===== config.mk =====
export PLATFORM = sky130hd
export DESIGN_NAME = apb_node_wd_flat
export DESIGN_NICKNAME = d
export VERILOG_FILES = /design/src/rtl/apb_node_pkg.sv /design/src/rtl/apb_node_wd_if.sv /design/src/rtl/apb_node_wdog.sv /design/src/rtl/apb_node_wd.sv /design/src/flat_wrapper.sv
export SDC_FILE = /design/constraint.sdc
export NUM_CORES = 1
export LEC_CHECK = 0
export ABC_AREA = 1
export BUFFER_PORTS_ARGS = -buffer_cell sky130_fd_sc_hd__buf_4
export CORE_AREA = 2 2 161 163
export DETAILED_ROUTE_END_ITERATION = 8
export DIE_AREA = 0 0 163 165
export SETUP_SLACK_MARGIN = 0.2
export SLEW_MARGIN = 10
export SYNTH_ARGS = -nofsm -noshare
export SYNTH_HDL_FRONTEND = slang
export SYNTH_SLANG_ARGS = --single-unit

===== constraint.sdc =====
create_clock -name clk_i -period 2.5 [get_ports clk_i]
set_clock_uncertainty 0.05 [all_clocks]
set_input_delay 0.125 -clock clk_i [delete_from_list [all_inputs] [get_ports clk_i]]
set_output_delay 0.125 -clock clk_i [all_outputs]
set_load 0.05 [all_outputs]

===== src/rtl/apb_node_pkg.sv =====
// Shared types and constants for the watchdog-supervised APB node.
// FSM encoding, default error data and index-width helper.
package apb_node_pkg;

  typedef enum logic [1:0] {
    IDLE,
    DSETUP,
    DACCESS,
    RESP
  } state_e;

  localparam logic [31:0] ERR_DATA_DEF = 32'hBADC0FFE;

  function automatic int idx_w(input int n);
    return (n > 1) ? $clog2(n) : 1;
  endfunction

endpackage


===== src/rtl/apb_node_wd_if.sv =====
// Upstream APB slave port and downstream APB master ports of the node.
// The slave modport is the node's view; master is the environment's view.
interface apb_node_wd_if #(
  parameter int APB_ADDR_WIDTH = 12,
  parameter int NUM_SLAVES     = 8
);

  logic                      psel_i;
  logic                      penable_i;
  logic                      pwrite_i;
  logic [APB_ADDR_WIDTH-1:0] paddr_i;
  logic [31:0]               pwdata_i;
  logic [31:0]               prdata_o;
  logic                      pready_o;
  logic                      pslverr_o;

  logic [NUM_SLAVES-1:0]     m_psel_o;
  logic                      m_penable_o;
  logic                      m_pwrite_o;
  logic [APB_ADDR_WIDTH-1:0] m_paddr_o;
  logic [31:0]               m_pwdata_o;
  logic [NUM_SLAVES*32-1:0]  m_prdata_i;
  logic [NUM_SLAVES-1:0]     m_pready_i;
  logic [NUM_SLAVES-1:0]     m_pslverr_i;

  modport slave (
    input  psel_i, penable_i, pwrite_i,
    input  paddr_i, pwdata_i,
    output prdata_o, pready_o, pslverr_o,
    output m_psel_o, m_penable_o, m_pwrite_o,
    output m_paddr_o, m_pwdata_o,
    input  m_prdata_i, m_pready_i, m_pslverr_i
  );

  modport master (
    output psel_i, penable_i, pwrite_i,
    output paddr_i, pwdata_i,
    input  prdata_o, pready_o, pslverr_o,
    input  m_psel_o, m_penable_o, m_pwrite_o,
    input  m_paddr_o, m_pwdata_o,
    output m_prdata_i, m_pready_i, m_pslverr_i
  );

endinterface


===== src/rtl/apb_node_wdog.sv =====
// Access-phase watchdog: clear, count up, flag terminal count.
// A zero limit keeps the terminal-count flag permanently low.
module apb_node_wdog #(
  parameter int TIMEOUT_CYCLES = 255
) (
  input  logic clk_i,
  input  logic rst_n,
  input  logic clr_i,
  input  logic inc_i,
  output logic tc_o
);

  localparam int CW =
    (TIMEOUT_CYCLES > 0) ? $clog2(TIMEOUT_CYCLES + 1) : 1;

  logic [CW-1:0] cnt_q, cnt_d;

  assign tc_o = (TIMEOUT_CYCLES != 0) &&
                (cnt_q == CW'(TIMEOUT_CYCLES));

  always_comb begin
    cnt_d = cnt_q;
    if (clr_i) begin
      cnt_d = '0;
    end else if (inc_i && !tc_o) begin
      cnt_d = cnt_q + CW'(1);
    end
  end

  always_ff @(posedge clk_i or negedge rst_n) begin
    if (!rst_n) begin
      cnt_q <= '0;
    end else begin
      cnt_q <= cnt_d;
    end
  end

endmodule


===== src/rtl/apb_node_wd.sv =====
// APB node: address decode, registered downstream re-timing and
// watchdog abort of hung slaves; decode misses answer with an error.
module apb_node_wd
  import apb_node_pkg::*;
#(
  parameter int          APB_ADDR_WIDTH   = 12,
  parameter int          NUM_SLAVES       = 8,
  parameter int          SLAVE_ADDR_WIDTH = 8,
  parameter int          TIMEOUT_CYCLES   = 255,
  parameter logic [31:0] ERR_DATA         = ERR_DATA_DEF
) (
  input  logic         clk_i,
  input  logic         rst_n,
  apb_node_wd_if.slave bus,
  output logic         timeout_o,
  output logic [3:0]   err_idx_o,
  output logic         miss_o
);

  localparam int IDX_W = idx_w(NUM_SLAVES);
  localparam int HI    = SLAVE_ADDR_WIDTH + IDX_W;

  state_e                    state_q, state_d;
  logic [APB_ADDR_WIDTH-1:0] addr_q, addr_d;
  logic [31:0]               wdata_q, wdata_d;
  logic                      wr_q, wr_d;
  logic [IDX_W-1:0]          idx_q, idx_d;
  logic [31:0]               rdata_q, rdata_d;
  logic                      err_q, err_d;
  logic                      to_q, to_d;
  logic                      miss_q, miss_d;
  logic [3:0]                eidx_q, eidx_d;

  logic [IDX_W-1:0]      a_idx;
  logic                  a_hit;
  logic                  setup;
  logic [NUM_SLAVES-1:0] sel_oh;
  logic [31:0]           rd_sel;
  logic                  rdy_sel;
  logic                  slverr_sel;
  logic                  wd_clr, wd_inc, wd_tc;

  assign a_idx = bus.paddr_i[SLAVE_ADDR_WIDTH +: IDX_W];
  assign a_hit = (32'(a_idx) < 32'(NUM_SLAVES)) &&
                 ((bus.paddr_i >> HI) == '0);
  assign setup = bus.psel_i && !bus.penable_i;

  assign rd_sel     = bus.m_prdata_i[{idx_q, 5'd0} +: 32];
  assign rdy_sel    = bus.m_pready_i[idx_q];
  assign slverr_sel = bus.m_pslverr_i[idx_q];

  always_comb begin
    sel_oh = '0;
    for (int i = 0; i < NUM_SLAVES; i++) begin
      sel_oh[i] = (idx_q == IDX_W'(i));
    end
  end

  apb_node_wdog #(
    .TIMEOUT_CYCLES(TIMEOUT_CYCLES)
  ) u_wdog (
    .clk_i(clk_i),
    .rst_n(rst_n),
    .clr_i(wd_clr),
    .inc_i(wd_inc),
    .tc_o (wd_tc)
  );

  always_comb begin
    state_d = state_q;
    addr_d  = addr_q;
    wdata_d = wdata_q;
    wr_d    = wr_q;
    idx_d   = idx_q;
    rdata_d = rdata_q;
    err_d   = err_q;
    to_d    = 1'b0;
    miss_d  = 1'b0;
    eidx_d  = eidx_q;
    wd_clr  = 1'b0;
    wd_inc  = 1'b0;
    unique case (state_q)
      IDLE: begin
        if (setup) begin
          addr_d  = bus.paddr_i;
          wdata_d = bus.pwdata_i;
          wr_d    = bus.pwrite_i;
          idx_d   = a_idx;
          if (a_hit) begin
            state_d = DSETUP;
            wd_clr  = 1'b1;
          end else begin
            state_d = RESP;
            err_d   = 1'b1;
            rdata_d = ERR_DATA;
            miss_d  = 1'b1;
          end
        end
      end
      DSETUP: state_d = DACCESS;
      DACCESS: begin
        // ready beats the watchdog when both land on the same cycle
        if (rdy_sel) begin
          state_d = RESP;
          rdata_d = wr_q ? 32'h0 : rd_sel;
          err_d   = slverr_sel;
        end else if (wd_tc) begin
          state_d = RESP;
          rdata_d = ERR_DATA;
          err_d   = 1'b1;
          to_d    = 1'b1;
          eidx_d  = 4'(idx_q);
        end else begin
          wd_inc = 1'b1;
        end
      end
      RESP: state_d = IDLE;
      default: state_d = IDLE;
    endcase
  end

  always_ff @(posedge clk_i or negedge rst_n) begin
    if (!rst_n) begin
      state_q <= IDLE;
      addr_q  <= '0;
      wdata_q <= '0;
      wr_q    <= 1'b0;
      idx_q   <= '0;
      rdata_q <= '0;
      err_q   <= 1'b0;
      to_q    <= 1'b0;
      miss_q  <= 1'b0;
      eidx_q  <= '0;
    end else begin
      state_q <= state_d;
      addr_q  <= addr_d;
      wdata_q <= wdata_d;
      wr_q    <= wr_d;
      idx_q   <= idx_d;
      rdata_q <= rdata_d;
      err_q   <= err_d;
      to_q    <= to_d;
      miss_q  <= miss_d;
      eidx_q  <= eidx_d;
    end
  end

  assign bus.m_psel_o =
    (state_q == DSETUP || state_q == DACCESS) ? sel_oh : '0;
  assign bus.m_penable_o = (state_q == DACCESS);
  assign bus.m_pwrite_o  = wr_q;
  assign bus.m_paddr_o   = addr_q;
  assign bus.m_pwdata_o  = wdata_q;

  assign bus.pready_o  = (state_q == RESP);
  assign bus.prdata_o  = bus.pready_o ? rdata_q : 32'h0;
  assign bus.pslverr_o = bus.pready_o & err_q;

  assign timeout_o = to_q;
  assign miss_o    = miss_q;
  assign err_idx_o = eidx_q;

endmodule


===== src/flat_wrapper.sv =====
// flat-port wrapper written by rule: the top's interface ports become plain ports
module apb_node_wd_flat import apb_node_pkg::*;
#(
  parameter int          APB_ADDR_WIDTH   = 12,
  parameter int          NUM_SLAVES       = 8,
  parameter int          SLAVE_ADDR_WIDTH = 8,
  parameter int          TIMEOUT_CYCLES   = 255,
  parameter logic [31:0] ERR_DATA         = ERR_DATA_DEF
)
  (clk_i, rst_n, timeout_o, err_idx_o, miss_o, bus_psel_i, bus_penable_i, bus_pwrite_i, bus_paddr_i, bus_pwdata_i, bus_prdata_o, bus_pready_o, bus_pslverr_o, bus_m_psel_o, bus_m_penable_o, bus_m_pwrite_o, bus_m_paddr_o, bus_m_pwdata_o, bus_m_prdata_i, bus_m_pready_i, bus_m_pslverr_i);
  apb_node_wd_if #(.APB_ADDR_WIDTH(APB_ADDR_WIDTH), .NUM_SLAVES(NUM_SLAVES)) bus_i ();
  input  logic clk_i;
  input  logic rst_n;
  output logic timeout_o;
  output logic [3:0] err_idx_o;
  output logic miss_o;
  input wire logic [$bits(bus_i.psel_i)-1:0] bus_psel_i;
  input wire logic [$bits(bus_i.penable_i)-1:0] bus_penable_i;
  input wire logic [$bits(bus_i.pwrite_i)-1:0] bus_pwrite_i;
  input wire logic [$bits(bus_i.paddr_i)-1:0] bus_paddr_i;
  input wire logic [$bits(bus_i.pwdata_i)-1:0] bus_pwdata_i;
  output wire logic [$bits(bus_i.prdata_o)-1:0] bus_prdata_o;
  output wire logic [$bits(bus_i.pready_o)-1:0] bus_pready_o;
  output wire logic [$bits(bus_i.pslverr_o)-1:0] bus_pslverr_o;
  output wire logic [$bits(bus_i.m_psel_o)-1:0] bus_m_psel_o;
  output wire logic [$bits(bus_i.m_penable_o)-1:0] bus_m_penable_o;
  output wire logic [$bits(bus_i.m_pwrite_o)-1:0] bus_m_pwrite_o;
  output wire logic [$bits(bus_i.m_paddr_o)-1:0] bus_m_paddr_o;
  output wire logic [$bits(bus_i.m_pwdata_o)-1:0] bus_m_pwdata_o;
  input wire logic [$bits(bus_i.m_prdata_i)-1:0] bus_m_prdata_i;
  input wire logic [$bits(bus_i.m_pready_i)-1:0] bus_m_pready_i;
  input wire logic [$bits(bus_i.m_pslverr_i)-1:0] bus_m_pslverr_i;
  assign bus_i.psel_i = bus_psel_i;
  assign bus_i.penable_i = bus_penable_i;
  assign bus_i.pwrite_i = bus_pwrite_i;
  assign bus_i.paddr_i = bus_paddr_i;
  assign bus_i.pwdata_i = bus_pwdata_i;
  assign bus_prdata_o = bus_i.prdata_o;
  assign bus_pready_o = bus_i.pready_o;
  assign bus_pslverr_o = bus_i.pslverr_o;
  assign bus_m_psel_o = bus_i.m_psel_o;
  assign bus_m_penable_o = bus_i.m_penable_o;
  assign bus_m_pwrite_o = bus_i.m_pwrite_o;
  assign bus_m_paddr_o = bus_i.m_paddr_o;
  assign bus_m_pwdata_o = bus_i.m_pwdata_o;
  assign bus_i.m_prdata_i = bus_m_prdata_i;
  assign bus_i.m_pready_i = bus_m_pready_i;
  assign bus_i.m_pslverr_i = bus_m_pslverr_i;
  apb_node_wd #(.APB_ADDR_WIDTH(APB_ADDR_WIDTH), .NUM_SLAVES(NUM_SLAVES), .SLAVE_ADDR_WIDTH(SLAVE_ADDR_WIDTH), .TIMEOUT_CYCLES(TIMEOUT_CYCLES), .ERR_DATA(ERR_DATA)) u_core (.clk_i(clk_i), .rst_n(rst_n), .bus(bus_i), .timeout_o(timeout_o), .err_idx_o(err_idx_o), .miss_o(miss_o));
endmodule

==> impl_metrics.py, run 1 <==
metrics = {
    "global_routing": {
        "track_usage": 0.211,
        "gr-total-overflow": 0,
        "grt_pass1_wl_um": 43900,
        "antenna_found_initial": 0,
        "grt_max_degree": 68,
        "grt_pass1_vias": 8012,
    },
    "sta": {
        "min_period_ps": 2040,
        "max_slew_margin": 0.527,
        "setup_slack_ps": 460,
        "max_slew.worst_pin.slew_ps": 709,
        "setup_viol": 0,
        "finalCritPeriodShare": 0.816,
        "finalHoldViolations": 0,
        "tns_ps": 0,
        "report.final.slew_viol_count": 0,
        "fmax_ghz": 0.490,
        "rsz0062_at_grt": "false",
    },
    "floorplan": {
        "io_pins": 415,
        "initial_core_util": 0.249,
        "rows": 58,
        "core_um2": 25000,
        "die-area_um2": 26900,
        "die_x_um": 163,
        "die_h_um": 165,
    },
    "clock_tree": {
        "path_clk_slew_ps": 80,
        "cts-root-buf": "clkbuf_16",
        "clockBufferDepth": 2,
        "cts_tree": "yes",
        "cts-buffers-inserted": 9,
        "cts.sinks": 93,
        "clock_latency_ps": 360,
        "htree_levels": 3,
    },
    "route": {
        "drc": 0,
        "drt_pass1_iterations": 7,
        "wl_per_cell_um": 16.8,
        "initialDrtViolationCount": 496,
        "routed_via_density": 4.59,
        "postRouteAntennaNets": 0,
        "wl_um": 29600,
        "vias": 8048,
    },
    "synthesis": {
        "postSynthCellCount": 991,
        "async_flop_share": 1.00,
        "ys_ff_latch": 93,
        "synth_top_area_share": 0.373,
        "synth_edf_count": 0,
        "yosys-top-cells-count": "448 x nand2_1, 93 x dfrtp_1, 90 x inv_1",
        "synth.distinct_cells": 26,
        "synth.most_common_cell": "nand2_1",
        "yosys.area.top_type": "dfrtp_1",
        "yosys_warnings": 0,
        "ys_top_cells_by_area": "dfrtp_1 37%, nand2_1 27%, inv_1 5.4%",
        "ys_seq_area_frac": 0.373,
        "synth_nets": 1316,
        "synth_flop_cell": "dfrtp_1",
        "synthesis.area_um2": 6240,
        "synth.avg_cell_area_um2": 6.29,
    },
    "pwr": {
        "leakagePower_nw": 5.80,
        "peakVddDrop_v": 0.000589,
        "powerDensity_nw_per_um2": 1200,
        "p_total_mw": 12.6,
    },
    "layout": {
        "diodes": 0,
        "area_delta_synth_final_pct": 68.3,
        "nNetsFinal": 1744,
        "drive_gt1_frac": 0.324,
        "fill_cells": 2665,
        "postLayoutCellArea_um2": 10500,
    },
    "placed_design": {
        "dp_worst_setup_slack_ps": 271,
        "dpl.hpwl_um": 22200,
        "gp_congestion": 0.899,
        "placedInstanceArea_um2": 9690,
        "io_buffers": 413,
    },
    "critical_path": {
        "crit_type": "flip-flop to primary output",
        "worstPathRequired_ps": 2330,
        "start_kind": "flip-flop",
        "worstPathArrival_ps": 1860,
        "critPathCaptureType": "primary output",
        "path_max_fanout": 67,
        "rrSetupSlack_ps": 510,
    },
    "status": {
        "status": "finished, final reports clean",
    },
    "worst_hold_path": {
        "worstHoldPathType": "primary input to flip-flop",
    },
    "job": {
        "cap_violations": 0,
    },
}
[area by class of cell]
| class | count | area [µm²] | share of cell area |
|---|---|---|---|
| tap | 330 | 413 | 0.0393 |
| clock inverter | 6 | 50.0 | 0.00477 |
| sequential | 93 | 2330 | 0.222 |
| timing repair buffer | 478 | 3790 | 0.361 |
| multi-input combinational | 743 | 3320 | 0.317 |
| inverter | 94 | 353 | 0.0336 |
| clock buffer | 10 | 239 | 0.0228 |
[layer usage]
metal  routed length (µm)  GRT usage  part of all wire  up-vias
met1                11200      0.237              0.38     3731
met2                15100      0.385              0.51      284
li1                     -          -                 -     3981
met3                 2320     0.0560             0.078       52
met4                  868     0.0748             0.029        0
met5                    0          0                 0        -
[power breakdown]
group | leakage [nW] | switching (mW) | internal, mW | total [mW]
sequential | 1.16 | 0.442 | 2.20 | 2.64
clock | 0.142 | 0.644 | 0.718 | 1.36
combinational | 4.50 | 5.80 | 2.77 | 8.56
[sequential cells by signal (all words and copies together) (netlist names)]
signal,cells
u_core.bus.m_paddr_o,10
u_core.bus.m_pwdata_o,32
u_core.u_wdog.cnt_q,8
u_core.state_q,2
u_core.miss_o,1
u_core.err_q,1
u_core.rdata_q,32
u_core.bus.m_pwrite_o,1
u_core.idx_q,2
u_core.err_idx_o,3
u_core.timeout_o,1
[final timing paths]
kind / start / end / cells after the start
max: u_core.idx_q[0]$_DFFE_PN0P_ / bus_m_psel_o[4] / 6
min reg2reg: u_core.bus.m_pwdata_o[13]$_DFFE_PN0P_ / u_core.bus.m_pwdata_o[13]$_DFFE_PN0P_ / 2
max in group asynchronous: rst_n / u_core.rdata_q[9]$_DFFE_PN0P_ / 3
min in group asynchronous: rst_n / u_core.bus.m_pwdata_o[22]$_DFFE_PN0P_ / 2
min: bus_m_prdata_i[66] / u_core.rdata_q[2]$_DFFE_PN0P_ / 7
max reg2reg: u_core.idx_q[0]$_DFFE_PN0P_ / u_core.rdata_q[12]$_DFFE_PN0P_ / 11
[stage by stage]
stage	std cells	hold slack, ps	utilization
detailed placement	1689	188	0.387
floorplan	991	-221	-
finish	1754	154	0.419
global route	1754	206	0.419
CTS	1751	146	0.417
global placement	1689	168	0.387
[placed cells by master (no fill, tap or decap)]
master / Yosys / routed
clkinvlp_4: 0 / 1
buf_12: 0 / 7
nand3_1: 59 / 59
inv_1: 90 / 90
a21oi_1: 62 / 62
o21a_1: 1 / 1
clkinv_2: 0 / 1
conb_1: 1 / 1
clkbuf_8: 0 / 1
nand2_2: 1 / 2
dfrtp_2: 0 / 1
mux2i_1: 1 / 1
ha_1: 4 / 4
nor3_1: 2 / 2
a22oi_1: 33 / 33
buf_4: 4 / 425
nor2_2: 3 / 1
o21ai_0: 14 / 14
nand4_1: 30 / 30
nor2_1: 65 / 63
inv_6: 0 / 3
xor2_1: 4 / 4
inv_2: 4 / 4
clkbuf_16: 0 / 9
inv_8: 0 / 1
dlygate4sd3_1: 0 / 46
nand2_1: 448 / 447
nor3b_1: 1 / 1
o21ai_1: 1 / 1
dfrtp_1: 93 / 92
nor2_4: 1 / 6
nand3b_1: 11 / 11
[critical path, cell delays in order (launching register included)]
cell and delay, ps:
dfrtp_1 470, buf_4 200, nor2_4 120, buf_12 300, inv_1 100, nor2_1 110, buf_4 210
[logic make-up (layout without fill, tap and decap cells)]
| group | Yosys count | in the layout | synth area share |
|---|---|---|---|
| compound gates | 111 | 111 | 0.103 |
| fa+ha+maj | 4 | 4 | 0.00802 |
| other cells | 1 | 1 | 0.000601 |
| mux | 1 | 1 | 0.00160 |
| buf+inv | 156 | 588 | 0.100 |
| simple gates | 621 | 622 | 0.408 |
| xor+xnor | 4 | 4 | 0.00562 |
| flops | 93 | 93 | 0.373 |
[repair_timing]
item | CTS | global route
setup endpoints to repair | 0 | 36
resized for setup | 0 | 2
setup buffers | 0 | 2
hold endpoints to repair | 93 | 0
hold buffers | 46 | 0
Note: power is estimated with default switching activity, not from simulation.
==> run 2: changes to the inputs <==
Settings changed: ABC_AREA 1 to 0, CORE_AREA 2 2 161 163 to 2 2 163 165, DIE_AREA 0 0 163 165 to 0 0 165 167.
Clock period 2.5 ns to 2.09 ns, I/O delays scaled along.
==> run 2 against run 1 <==
  * The run now ends with negative setup slack left
  * Cell count down 29%
  * Combinational power grew 25%
  * Critical path type is now flip-flop to flip-flop
  * First-iteration DRC count down 18%
  * Register-to-register slack worse by 680 ps
  * Synthesized cell count is 55% lower
  * Clock power rose by 26%
  * Wire length decreased by 8.5%
==> impl_metrics.py, run 2 <==
metrics = {
    "status": {
        "status": "complete, but fails checks",
        "violations": "negative setup slack",
    },
    "layout": {
        "area_delta_synth_final_pct": 82.8,
        "multi_input_area_um2": 3760,
        "fill_cells": 2474,
        "final_cell_mix": "430 x buf_4, 90 x dfrtp_1, 68 x mux4_2, 45 x dlygate4sd3_1, 44 x mux2_2",
        "nNetsFinal": 1235,
        "final_common_cell": "buf_4",
        "diodes": 0,
        "seq_area_um2": 2330,
        "drive_gt1_frac": 0.701,
    },
    "global_routing": {
        "track_usage": 0.192,
        "grt_pass1_vias": 6583,
        "grt_pass1_wl_um": 39400,
        "gr-total-overflow": 0,
        "antenna_found_initial": 0,
        "grt_max_degree": 44,
    },
    "sta": {
        "finalHoldViolations": 0,
        "max_slew_margin": 0.363,
        "fmax_ghz": 0.443,
        "timing.hold.ws_ps": 47.4,
        "min_period_ps": 2260,
        "setup_viol": 41,
        "max_slew.worst_pin.slew_ps": 954,
        "report.final.slew_viol_count": 0,
        "rsz0062_at_grt": "true",
        "tns_ps": -3900,
        "setup_slack_ps": -170,
        "finalCritPeriodShare": 1.08,
    },
    "route": {
        "initialDrtViolationCount": 406,
        "wl_um": 27100,
        "wl_per_cell_um": 21.7,
        "routed_via_density": 4.81,
        "vias": 6011,
        "drc": 0,
        "postRouteAntennaNets": 0,
        "drt_pass1_iterations": 4,
    },
    "placed_design": {
        "io_buffers": 413,
        "dp_worst_setup_slack_ps": -156,
        "dpl.hpwl_um": 20600,
        "gp_congestion": 0.871,
    },
    "clock_tree": {
        "path_clk_slew_ps": 70,
        "clockBufferDepth": 2,
        "cts.sinks": 93,
        "cts-root-buf": "clkbuf_16",
        "cts-buffers-inserted": 9,
        "htree_levels": 3,
        "cts_tree": "yes",
        "clock_latency_ps": 350,
    },
    "critical_path": {
        "path_max_fanout": 6,
        "crit_chain": "mux2_4 -> mux4_2 -> or3_4 -> mux2_4",
        "start_kind": "flip-flop",
        "critPathMaxStageDelay_ps": 560,
        "cp_slowest_cell": "mux4_2",
        "cpMostUsedCell": "mux2_4",
        "worstPathArrival_ps": 2450,
        "crit_family": "multiplexers",
        "worstPathRequired_ps": 2280,
        "critPathCaptureType": "flip-flop",
        "crit_type": "flip-flop to flip-flop",
        "worstPathBufferInverterCount": 0,
    },
    "synthesis": {
        "yosys_warnings": 0,
        "synth_top_area_share": 0.391,
        "synth_flop_cell": "dfrtp_1",
        "synth.avg_cell_area_um2": 13.4,
        "synthesis.area_um2": 5950,
        "ys_ff_latch": 93,
        "synth.most_common_cell": "dfrtp_1",
        "ys_seq_area_frac": 0.391,
        "yosys.area.top_type": "dfrtp_1",
        "async_flop_share": 1.00,
        "yosys-top-cells-count": "93 x dfrtp_1, 68 x mux4_2, 47 x mux2_2",
        "synth_nets": 768,
        "postSynthCellCount": 443,
        "synth.distinct_cells": 44,
        "ys_top_cells_by_area": "dfrtp_1 39%, mux4_2 26%, mux2_2 8.9%",
        "synth_edf_count": 0,
    },
    "floorplan": {
        "die_h_um": 167,
        "die_x_um": 165,
        "die-area_um2": 27600,
        "initial_core_util": 0.231,
        "rows": 59,
        "io_pins": 415,
        "core_um2": 25800,
    },
    "worst_hold_path": {
        "worstHoldPathType": "primary input to flip-flop",
    },
    "pwr": {
        "peakVddDrop_v": 0.000659,
        "p_total_mw": 15.5,
        "leakagePower_nw": 4.95,
        "powerDensity_nw_per_um2": 1430,
    },
    "job": {
        "cap_violations": 0,
    },
}
## run 2: timing repair
action / 4_1_cts / 5_1_grt
cloned: 2 / 4
endpoints found under the hold margin: 75 / 0
pin swaps: 1 / 19
buffers inserted: 3 / 1
setup endpoints to repair: 54 / 54
gates resized for setup: 30 / 25
hold buffers: 45 / 0
## run 2: metal layers
layer	GRT usage	vias to the layer above	routed length (µm)
met4	0.0544	0	537
met3	0.0296	32	1560
met5	0	-	0
li1	-	2689	-
met1	0.247	3043	10900
met2	0.332	247	14000
## run 2: report_power, final
group	leakage (nW)	switching, mW	total (mW)	internal (mW)
clock network	0.144	0.786	1.72	0.938
registers	1.11	0.560	3.10	2.54
logic	3.70	5.98	10.7	4.74
total	4.95	7.33	15.5	8.22
## run 2: cell families after synthesis
kind of cell	share of synthesized area
adder cells (fa/ha/maj)	0.00841
multiplexers	0.384
AO/OA/AOI/OAI	0.0999
other	0.000630
flip-flops	0.391
buffers and inverters	0.0345
AND/OR/NAND/NOR	0.0814
## run 2: cell type report
type,count,area share
Clock buffer,9,0.0207
Clock inverter,6,0.00655
Inverter,7,0.00241
Multi-Input combinational cell,303,0.346
Sequential cell,93,0.214
Tap cell,335,0.0385
Timing Repair Buffer,496,0.371
## run 2: worst register-to-register path: cells and delay by family (launching register included)
family | cells | cell delay [ps]
flip-flops | 1 | 530
multiplexers | 3 | 1180
AND/OR/NAND/NOR | 1 | 400
## run 2: worst paths after layout
kind / start / endpoint / slack (ps) / cells past startpoint
setup reg to reg: u_core.idx_q[1]$_DFFE_PN0P_ / u_core.err_idx_o[1]$_DFFE_PN0P_ / -170 / 4
hold reg to reg: u_core.rdata_q[0]$_DFFE_PN0P_ / u_core.rdata_q[0]$_DFFE_PN0P_ / 440 / 1
setup / recovery: u_core.idx_q[1]$_DFFE_PN0P_ / u_core.err_idx_o[1]$_DFFE_PN0P_ / -170 / 4
min in group asynchronous: rst_n / u_core.bus.m_pwdata_o[4]$_DFFE_PN0P_ / 210 / 2
max in group asynchronous: rst_n / u_core.rdata_q[22]$_DFFE_PN0P_ / 1080 / 3
hold / removal: bus_penable_i / u_core.bus.m_paddr_o[11]$_DFFE_PN0P_ / 50 / 3
## run 2: stage by stage
stage                util  std cells  instance area [µm²]
floorplan               -        443                 6090
global placement    0.377       1179                 9700
detailed placement  0.377       1179                 9700
CTS                 0.414       1244                10700
global route        0.422       1249                10900
finish              0.422       1249                10900
==> run 3: changes to the inputs <==
Settings changed: ABC_AREA 0 to 1, CORE_AREA 2 2 163 165 to 2 2 161 163, DIE_AREA 0 0 165 167 to 0 0 163 165.
==> run 3 against run 2 <==
  * Hold slack better by 99 ps
  * Non-clock buffer count increased by 9
  * Highest routed layer unchanged
  * Global-route usage up 2.4 points
  * Critical path type unchanged
  * The run now ends clean
==> impl_metrics.py, run 3 (synthesized netlist as in run 1, its figures left out) <==
metrics = {
    "status": {
        "status": "finished, final reports clean",
    },
    "route": {
        "vias": 8168,
        "drt_pass1_iterations": 5,
        "wl_per_cell_um": 17.2,
        "postRouteAntennaNets": 0,
        "initialDrtViolationCount": 390,
        "wl_um": 30600,
        "drc": 0,
        "routed_via_density": 4.59,
    },
    "pwr": {
        "powerDensity_nw_per_um2": 1480,
        "p_int_mw": 7.56,
        "pwr-share-clk": 0.108,
        "combPwrFrac": 0.699,
        "peakVddDrop_v": 0.000969,
        "p_seq_frac": 0.193,
        "switchingPower_mw": 8.59,
        "sw_frac_of_total": 0.532,
        "leakagePower_nw": 5.99,
        "p_total_mw": 16.2,
    },
    "clock_tree": {
        "path_clk_slew_ps": 70,
        "cts-root-buf": "clkbuf_16",
        "cts-buffers-inserted": 9,
        "cts_tree": "yes",
        "clockBufferDepth": 2,
        "htree_levels": 3,
        "cts.sinks": 93,
        "clock_latency_ps": 350,
    },
    "global_routing": {
        "gr-total-overflow": 0,
        "grt_pass1_wl_um": 44700,
        "track_usage": 0.217,
        "grt_max_degree": 65,
        "antenna_found_initial": 0,
        "grt_pass1_vias": 8104,
    },
    "layout": {
        "nNetsFinal": 1771,
        "final_common_cell": "nand2_1",
        "diodes": 0,
        "fill_cells": 2672,
        "drive_gt1_frac": 0.350,
        "final_cell_mix": "443 x nand2_1, 441 x buf_4, 90 x inv_1, 90 x dfrtp_1, 61 x a21oi_1",
        "area_delta_synth_final_pct": 75.4,
    },
    "sta": {
        "setup_viol": 0,
        "finalCritPeriodShare": 0.875,
        "tns_ps": 0,
        "timing.hold.ws_ps": 146,
        "finalHoldViolations": 0,
        "rsz0062_at_grt": "true",
        "min_period_ps": 1830,
        "fmax_ghz": 0.547,
        "report.final.slew_viol_count": 0,
    },
    "floorplan": {
        "die_h_um": 165,
        "rows": 58,
        "core_um2": 25000,
        "io_pins": 415,
        "initial_core_util": 0.249,
        "die-area_um2": 26900,
        "die_x_um": 163,
    },
    "placed_design": {
        "io_buffers": 413,
        "dpl.hpwl_um": 22800,
        "gp_congestion": 0.937,
    },
    "critical_path": {
        "path_max_fanout": 16,
        "start_kind": "flip-flop",
        "critPathCaptureType": "flip-flop",
        "worstPathRequired_ps": 2280,
        "crit_type": "flip-flop to flip-flop",
        "worstPathArrival_ps": 2020,
    },
    "worst_hold_path": {
        "worstHoldPathType": "primary input to flip-flop",
    },
    "job": {
        "cap_violations": 0,
    },
}
-- run 3: cell type report --
type                       instances  area (µm²)  area share
clock buffer                      12         256      0.0234
tap                              330         413      0.0377
timing repair buffer             505        4130       0.377
inverter                          94         353      0.0322
clock inverter                     4        55.1     0.00503
multi-input combinational        743        3400       0.311
sequential                        93        2330       0.213
-- run 3: power by group through the flow --
stage / clock network, mW / registers [mW] / logic (mW)
floorplan: 0 / 4.48 / 5.39
global placement: 0 / 3.15 / 10.4
detailed placement: 0 / 3.16 / 10.5
CTS: 1.82 / 3.13 / 10.9
global route: 1.88 / 3.22 / 12.2
finish: 1.74 / 3.12 / 11.3
-- run 3: critical path, cell delays in order, from the launching register on --
cell and delay [ps]:
dfrtp_1 430, nand2_1 70, nor3_1 320, a21oi_2 120, nand2_2 100, buf_4 160, nand3_4 120, clkbuf_16 220
nand2_1 60, nand2_1 50
-- run 3: per-layer routing --
layer	track usage	up-vias	part of all wire
met5	0	-	0
li1	-	4037	-
met4	0.0893	0	0.038
met1	0.254	3768	0.41
met2	0.386	301	0.49
met3	0.0442	62	0.066
-- run 3: final timing paths --
check,cells after the start,from,to,slack [ps]
max reg2reg,9,u_core.u_wdog.cnt_q[5]$_DFFE_PN0P_,u_core.rdata_q[29]$_DFFE_PN0P_,260
min in group asynchronous,2,rst_n,u_core.bus.m_pwdata_o[23]$_DFFE_PN0P_,210
max in group asynchronous,3,rst_n,u_core.bus.m_pwdata_o[5]$_DFFE_PN0P_,1160
max,9,u_core.u_wdog.cnt_q[5]$_DFFE_PN0P_,u_core.rdata_q[29]$_DFFE_PN0P_,260
min reg2reg,2,u_core.bus.m_pwdata_o[17]$_DFFE_PN0P_,u_core.bus.m_pwdata_o[17]$_DFFE_PN0P_,420
min,7,bus_m_prdata_i[20],u_core.rdata_q[20]$_DFFE_PN0P_,150
-- run 3: timing repair --
item,CTS,global route
endpoints found under the setup margin,37,73
setup buffers,5,6
endpoints found under the hold margin,75,0
gates cloned,1,3
hold buffers,46,0
pin swaps,2,3
resized for setup,5,13
-- run 3: metrics by stage --
stage,util,cells,worst slack [ps],instance area (µm²)
2_1_floorplan,-,991,146,6290
3_3_place_gp,0.396,1704,54.6,9920
3_5_place_dp,0.396,1704,29.5,9920
4_1_cts,0.430,1772,200,10800
5_1_grt,0.437,1781,163,10900
6_report,0.437,1781,262,10900
